--- src/rtl/fma16_retire.sv ---
// Retirement FIFO for fma16 results: in-order buffering toward writeback
// plus the sticky architectural exception-flag register.
module fma16_retire #(
    parameter int FLEN  = 16,
    parameter int DEPTH = 4,
    parameter int TAGW  = 3
) (
    input  logic                       clk,
    input  logic                       reset,
    input  logic                       in_valid,
    output logic                       in_ready,
    input  logic [FLEN-1:0]            in_result,
    input  logic [3:0]                 in_flags,
    input  logic [TAGW-1:0]            in_tag,
    output logic                       out_valid,
    input  logic                       out_ready,
    output logic [FLEN-1:0]            out_result,
    output logic [3:0]                 out_flags,
    output logic [TAGW-1:0]            out_tag,
    output logic [$clog2(DEPTH):0]     count,
    output logic [3:0]                 fflags,
    input  logic                       fflags_we,
    input  logic [3:0]                 fflags_wdata
);

    localparam int PTRW = $clog2(DEPTH);
    localparam int CW   = PTRW + 1;

    logic [FLEN-1:0] result_mem_q [DEPTH];
    logic [3:0]      flags_mem_q  [DEPTH];
    logic [TAGW-1:0] tag_mem_q    [DEPTH];

    logic [PTRW-1:0] wr_ptr_q, wr_ptr_d;
    logic [PTRW-1:0] rd_ptr_q, rd_ptr_d;
    logic [CW-1:0]   count_q, count_d;
    logic [3:0]      fflags_q, fflags_d;
    logic            push, pop;

    // Handshake depends only on registered occupancy, never on in_valid/out_ready.
    assign in_ready  = (count_q != CW'(DEPTH));
    assign out_valid = (count_q != '0);

    assign out_result = result_mem_q[rd_ptr_q];
    assign out_flags  = flags_mem_q[rd_ptr_q];
    assign out_tag    = tag_mem_q[rd_ptr_q];
    assign count      = count_q;
    assign fflags     = fflags_q;

    always_comb begin
        push     = in_valid & in_ready;
        pop      = out_valid & out_ready;
        wr_ptr_d = wr_ptr_q;
        rd_ptr_d = rd_ptr_q;
        count_d  = count_q;
        if (push) wr_ptr_d = wr_ptr_q + PTRW'(1);
        if (pop)  rd_ptr_d = rd_ptr_q + PTRW'(1);
        case ({push, pop})
            2'b10:   count_d = count_q + CW'(1);
            2'b01:   count_d = count_q - CW'(1);
            default: count_d = count_q;
        endcase
        // Exceptions of the accepted entry survive a concurrent software write.
        if (fflags_we) fflags_d = fflags_wdata | (push ? in_flags : 4'b0000);
        else           fflags_d = fflags_q     | (push ? in_flags : 4'b0000);
    end

    always_ff @(posedge clk) begin
        if (reset) begin
            wr_ptr_q <= '0;
            rd_ptr_q <= '0;
            count_q  <= '0;
            fflags_q <= 4'b0000;
        end else begin
            wr_ptr_q <= wr_ptr_d;
            rd_ptr_q <= rd_ptr_d;
            count_q  <= count_d;
            fflags_q <= fflags_d;
        end
    end

    always_ff @(posedge clk) begin
        if (push && !reset) begin
            result_mem_q[wr_ptr_q] <= in_result;
            flags_mem_q[wr_ptr_q]  <= in_flags;
            tag_mem_q[wr_ptr_q]    <= in_tag;
        end
    end

endmodule

--- config.mk ---
export PLATFORM = sky130hd
export DESIGN_NAME = fma16_retire
export DESIGN_NICKNAME = d
export VERILOG_FILES = /design/src/rtl/fma16_retire.sv
export SDC_FILE = /design/constraint.sdc
export NUM_CORES = 1
export LEC_CHECK = 0
export BUFFER_PORTS_ARGS = -buffer_cell sky130_fd_sc_hd__buf_4
export CORE_MARGIN = 1.5
export CORE_UTILIZATION = 56
export DETAILED_ROUTE_END_ITERATION = 8
export PLACE_DENSITY = 0.89
export SYNTH_ARGS = -nofsm -noshare
export SYNTH_HDL_FRONTEND = slang
export SYNTH_SLANG_ARGS = --single-unit
--- constraint.sdc ---
create_clock -name clk -period 2.6 [get_ports clk]
set_clock_uncertainty 0.05 [all_clocks]
set_input_delay 0.39 -clock clk [delete_from_list [all_inputs] [get_ports clk]]
set_output_delay 0.39 -clock clk [all_outputs]
set_load 0.02 [all_outputs]
* Word level (Yosys, flattened, before mapping)
Memories as Yosys holds them, arrays and structs flattened. A register that Yosys moved wholly into a read port is not among the register bits.
Cells that the tools add are included.
** Storage, ports and cells
- RAM bits :: 92
- Output and inout port bits :: 32
- Memories :: 3
- Input bits :: 32
- Logic and storage cells :: 33
- Bits in latches :: 0
- Bits in read-only memories :: 0
- Register bits :: 11
** Operators by class
- Multipliers :: 0
- Eq/ne operators :: 3
- Bitwise logic cells :: 4
- Shift-type cells :: 0
- Mux-type cells :: 11
- Order comparisons :: 0
- Add/subtract/negate cells :: 4
- Reductions and logical operators :: 4
- Divide/modulo/power cells :: 0
** Memory list
- result_mem_q :: words 4, width 16, rd ports 1, clocked after memory_dff 1, wr ports 1, line 29 : logic [FLEN-1:0] result_mem_q [DEPTH];
- flags_mem_q :: words 4, width 4, rd ports 1, clocked after memory_dff 1, wr ports 1, line 30 : logic [3:0] flags_mem_q [DEPTH];
- tag_mem_q :: words 4, width 3, rd ports 1, clocked after memory_dff 1, wr ports 1, line 31 : logic [TAGW-1:0] tag_mem_q [DEPTH];
** Operators with widths (number)
- two-way mux 2 bit :: 6
- two-way mux 4 bit :: 2
- OR 4 bit :: 2
- one-hot mux 3 bit (2 select lines) :: 1
- adder 2 x 1 -> 2 bit (second input constant) :: 2
- adder 3 x 1 -> 3 bit (second input constant) :: 1
- inequality test 3 bit (second input constant) :: 1
- nonzero test 3 bit :: 1
- subtractor 3 x 1 -> 3 bit (second input constant) :: 1
- bitwise AND 1 bit :: 2
- == test 2 x 1 -> 1 bit (second input constant) :: 1
- == test 2 bit (second input constant) :: 1
- two-way mux 1 bit :: 2
- nonzero test 2 bit :: 1
- logical AND 1 bit :: 1
- zero test 1 bit :: 1

* Logic depth before layout (Yosys ltp)
- Word-level depth :: 5
- Mapped depth :: 9
- Gate-level depth less buffers :: 9

* Worst setup path before layout
Ideal clock, no wire load.
- Kind :: reg-to-reg
- Start point :: register count_q[2] (netlist: count[2])
- End point :: register count_q[2] (netlist: count[2])
- Period minus slack after synthesis :: 2069 ps
- Path slack :: 531 ps
- Library setup time :: 71 ps
- Buffers on the path :: 0
- Data arrival time :: 1948 ps
- Data required time :: 2479 ps
- Stages on the path, launching flop included :: 8
- Cell sequence :: dfxtp_1 -> o31a_2 -> ha_1 -> inv_1 -> fa_1 -> xor2_1 -> or3_1 -> a21oi_1
** On the way
- Cells in the longest elaborated chain, start to end :: 4
** Ends and longest elaborated chain
- from (decl) :: line 35 : logic [CW-1:0] count_q, count_d;
- from (signal assigned) :: line 76 : count_q <= count_d;
- nonzero test 3 bit (*) :: line 41 : assign out_valid = (count_q != '0);
- bitwise AND 1 bit (*) :: line 51 : pop = out_valid & out_ready;
- net pop :: line 37 : logic push, pop;
- == test 2 x 1 -> 1 bit or == test 2 bit (tied branches) :: line 57 : case ({push, pop})
- one-hot mux 3 bit (2 select lines) or nonzero test 2 bit (tied branches)
The timed path passes the listed nets; every way through them passes the cells marked *.
A chain may end at the register's enable or synchronous reset.

==> impl_metrics.ini <==
[drt]
vias_per_cell = 5.47
via_count = 1998
route.detailed.drc = 0
ant_nets = 0
dr.pass1.iters = 4
drt-total-wl_um = 6810
drtIter0Drc = 135
avgRoutedWirePerCell_um = 18.7

[place]
dp_slack_ps = 474
numPortBuffers = 63
dp_hpwl_um = 4580
gp_congestion = 0.724

[critical_path]
crit_top_cell = buf_4
slowest_delay_ps = 590
cp.arrival_ps = 1850
path_cells = buf_4, mux4_2, buf_4
end_kind = output port
required_ps = 2160
cp_slowest_cell = mux4_2
startpoint_type = flip-flop
crit_fanout = 23
worst-setup-path-type = reg -> out

[global_route]
grt-ovfl-total = 0
grt_pass1_vias = 2038
grt_pass1_wl_um = 10500
antenna_found_initial = 0
grt_max_degree = 24
grt.total_usage_pct = 19.2

[timing]
timing.final.ws_setup_ps = 314
slew_viol_final = 0
finalSetupTns_ps = 0
fin_crit_sh_pct = 87.9
rsz0062_at_grt = no
slew_headroom_pct = 68.8
setup_viol = 0
period_needed_ps = 2290
worst_pin_slew_ps = 468
worst_hold_slack_ps = 173
maxClockFrequency_ghz = 0.437
final_hold_viol_count = 0

[job]
max_cap_viol_count = 0

[power]
swShare_pct = 30.3
intPower_w = 0.00293
switching_power_w = 0.00127
finalPower_w = 0.00420
p_leak_nw = 1.69
peakVddDrop_v = 0.000488
pwr-share-clk_pct = 22.0
power.density_nw_per_um2 = 875
power_frac_seq_pct = 48.5
p_comb_share_pct = 29.6

[cells_and_area]
n_antenna_cell = 0
final_common_cell = edfxtp_1
syn_to_final_growth_pct = 19.7
layout_common_cells = edfxtp_1, buf_4, mux4_2
drive_gt1_share_pct = 43.5
nets = 302
fillers = 435

[clock_network]
cts_sinks = 105
clock_path_buffers = 2
post_cts_buffers = 0
h-tree-depth = 3
path_clk_slew_ps = 110
cts_tree = built
cts-buffers-inserted = 9
insertion_delay_ps = 360
root_buffer = clkbuf_8
hold_buffers = 0
cts_repair_resize_count = 0

[yosys]
synth_fp_nets = 225
syn-cell-area_sq_um = 4010
synth-seq-cells = 105
yosysSeqAreaShare_pct = 75.4
synth_cell_types = 29
syn_inst = 187
ys.warnings.count = 0
synth_area_per_cell_sq_um = 21.4

[floorplan]
die_area_sq_um = 7680
pin_count = 64
start_util_pct = 58.4
coreArea_sq_um = 6870
dieHeight_um = 87.6
die_w_um = 87.6
row_count = 30

[min_path]
hold_class = in -> reg

[run_status]
status = completed
## through the flow
stage | instances | util [%] | cell area [sq um]
finish | 365 | 69.8 | 4800
global route | 365 | 69.8 | 4800
CTS | 365 | 69.8 | 4800
detailed placement | 349 | 67.1 | 4610
global placement | 349 | 67.1 | 4610
floorplan | 187 | - | 4010
## registers in the layout (all words and copies together), names as in the netlist, named ones only
signal,flops
count,3
tag_mem_q,12
fflags,4
rd_ptr_q,2
result_mem_q,64
flags_mem_q,16
wr_ptr_q,2
## worst max-delay path: cells and delay by family, from the launching register on
| kind | cells | cell delay, ps |
|---|---|---|
| multiplexers | 1 | 590 |
| flip-flops | 1 | 320 |
| buffers and inverters | 2 | 580 |
## power by group through the flow
stage / Combinational [W] / Clock, W / Sequential [W]
floorplan: 0.000859 / 0 / 0.00208
global placement: 0.00124 / 0 / 0.00206
detailed placement: 0.00126 / 0 / 0.00207
CTS: 0.00126 / 0.000943 / 0.00204
global route: 0.00133 / 0.00100 / 0.00205
finish: 0.00124 / 0.000922 / 0.00203
## synth_stat cells
master	n	area, sq um
o31a_2	1	10.0
nor2_4	1	11.3
a211oi_4	1	20.0
buf_12	2	40.0
ha_1	5	62.6
inv_1	7	26.3
nor2_1	8	30.0
clkbuf_1	1	3.75
a21oi_1	2	10.0
o2bb2ai_1	4	35.0
o311ai_1	1	8.76
buf_6	1	11.3
o21ai_0	1	5.00
or3_1	1	6.26
edfxtp_1	92	2760
nand2_1	1	3.75
buf_2	2	10.0
mux4_2	23	518
fa_1	1	20.0
xnor2_1	1	8.76
a21oi_2	1	8.76
buf_1	1	3.75
mux2_1	1	11.3
or3_2	1	7.51
xor2_1	3	26.3
mux2i_1	5	50.1
and2_1	4	25.0
dfxtp_1	13	260
nand2b_1	2	12.5
## layout make-up
type | instances | area [sq um] | area share, %
inverters | 7 | 26.3 | 0.548
multi-input cells | 68 | 891 | 18.6
repair buffers | 73 | 548 | 11.4
flip-flops and latches | 105 | 3020 | 63.0
clock buffers | 9 | 124 | 2.58
clock inverters | 7 | 63.8 | 1.33
well taps | 96 | 120 | 2.50
## final timing paths
check,end,cells after the start,slack [ps],from
setup / recovery,out_flags[2],3,310,flip-flop
hold / removal,result_mem_q[1][9],1,170,in_result[9]
setup reg to reg,count[2],7,450,count[2]
hold reg to reg,fflags[3],2,500,fflags[3]
## cells by family after synthesis
logic type / Yosys count / share of synthesized area (%)
simple gates: 18 / 2.40
mux: 29 / 14.5
fa+ha+maj: 6 / 2.06
flops: 105 / 75.4
buf+inv: 14 / 2.37
compound gates: 11 / 2.43
xor+xnor: 4 / 0.874
## routing by layer
layer  global-route usage (%)  wire length (um)  vias to the layer above
met5                        0                 0                        -
met2                     31.6              3470                       50
met3                     5.00               298                        9
met1                     25.2              2960                     1035
met4                     6.93                79                        0
li1                         -                 -                      904
Note: power is estimated with default switching activity, not from simulation.
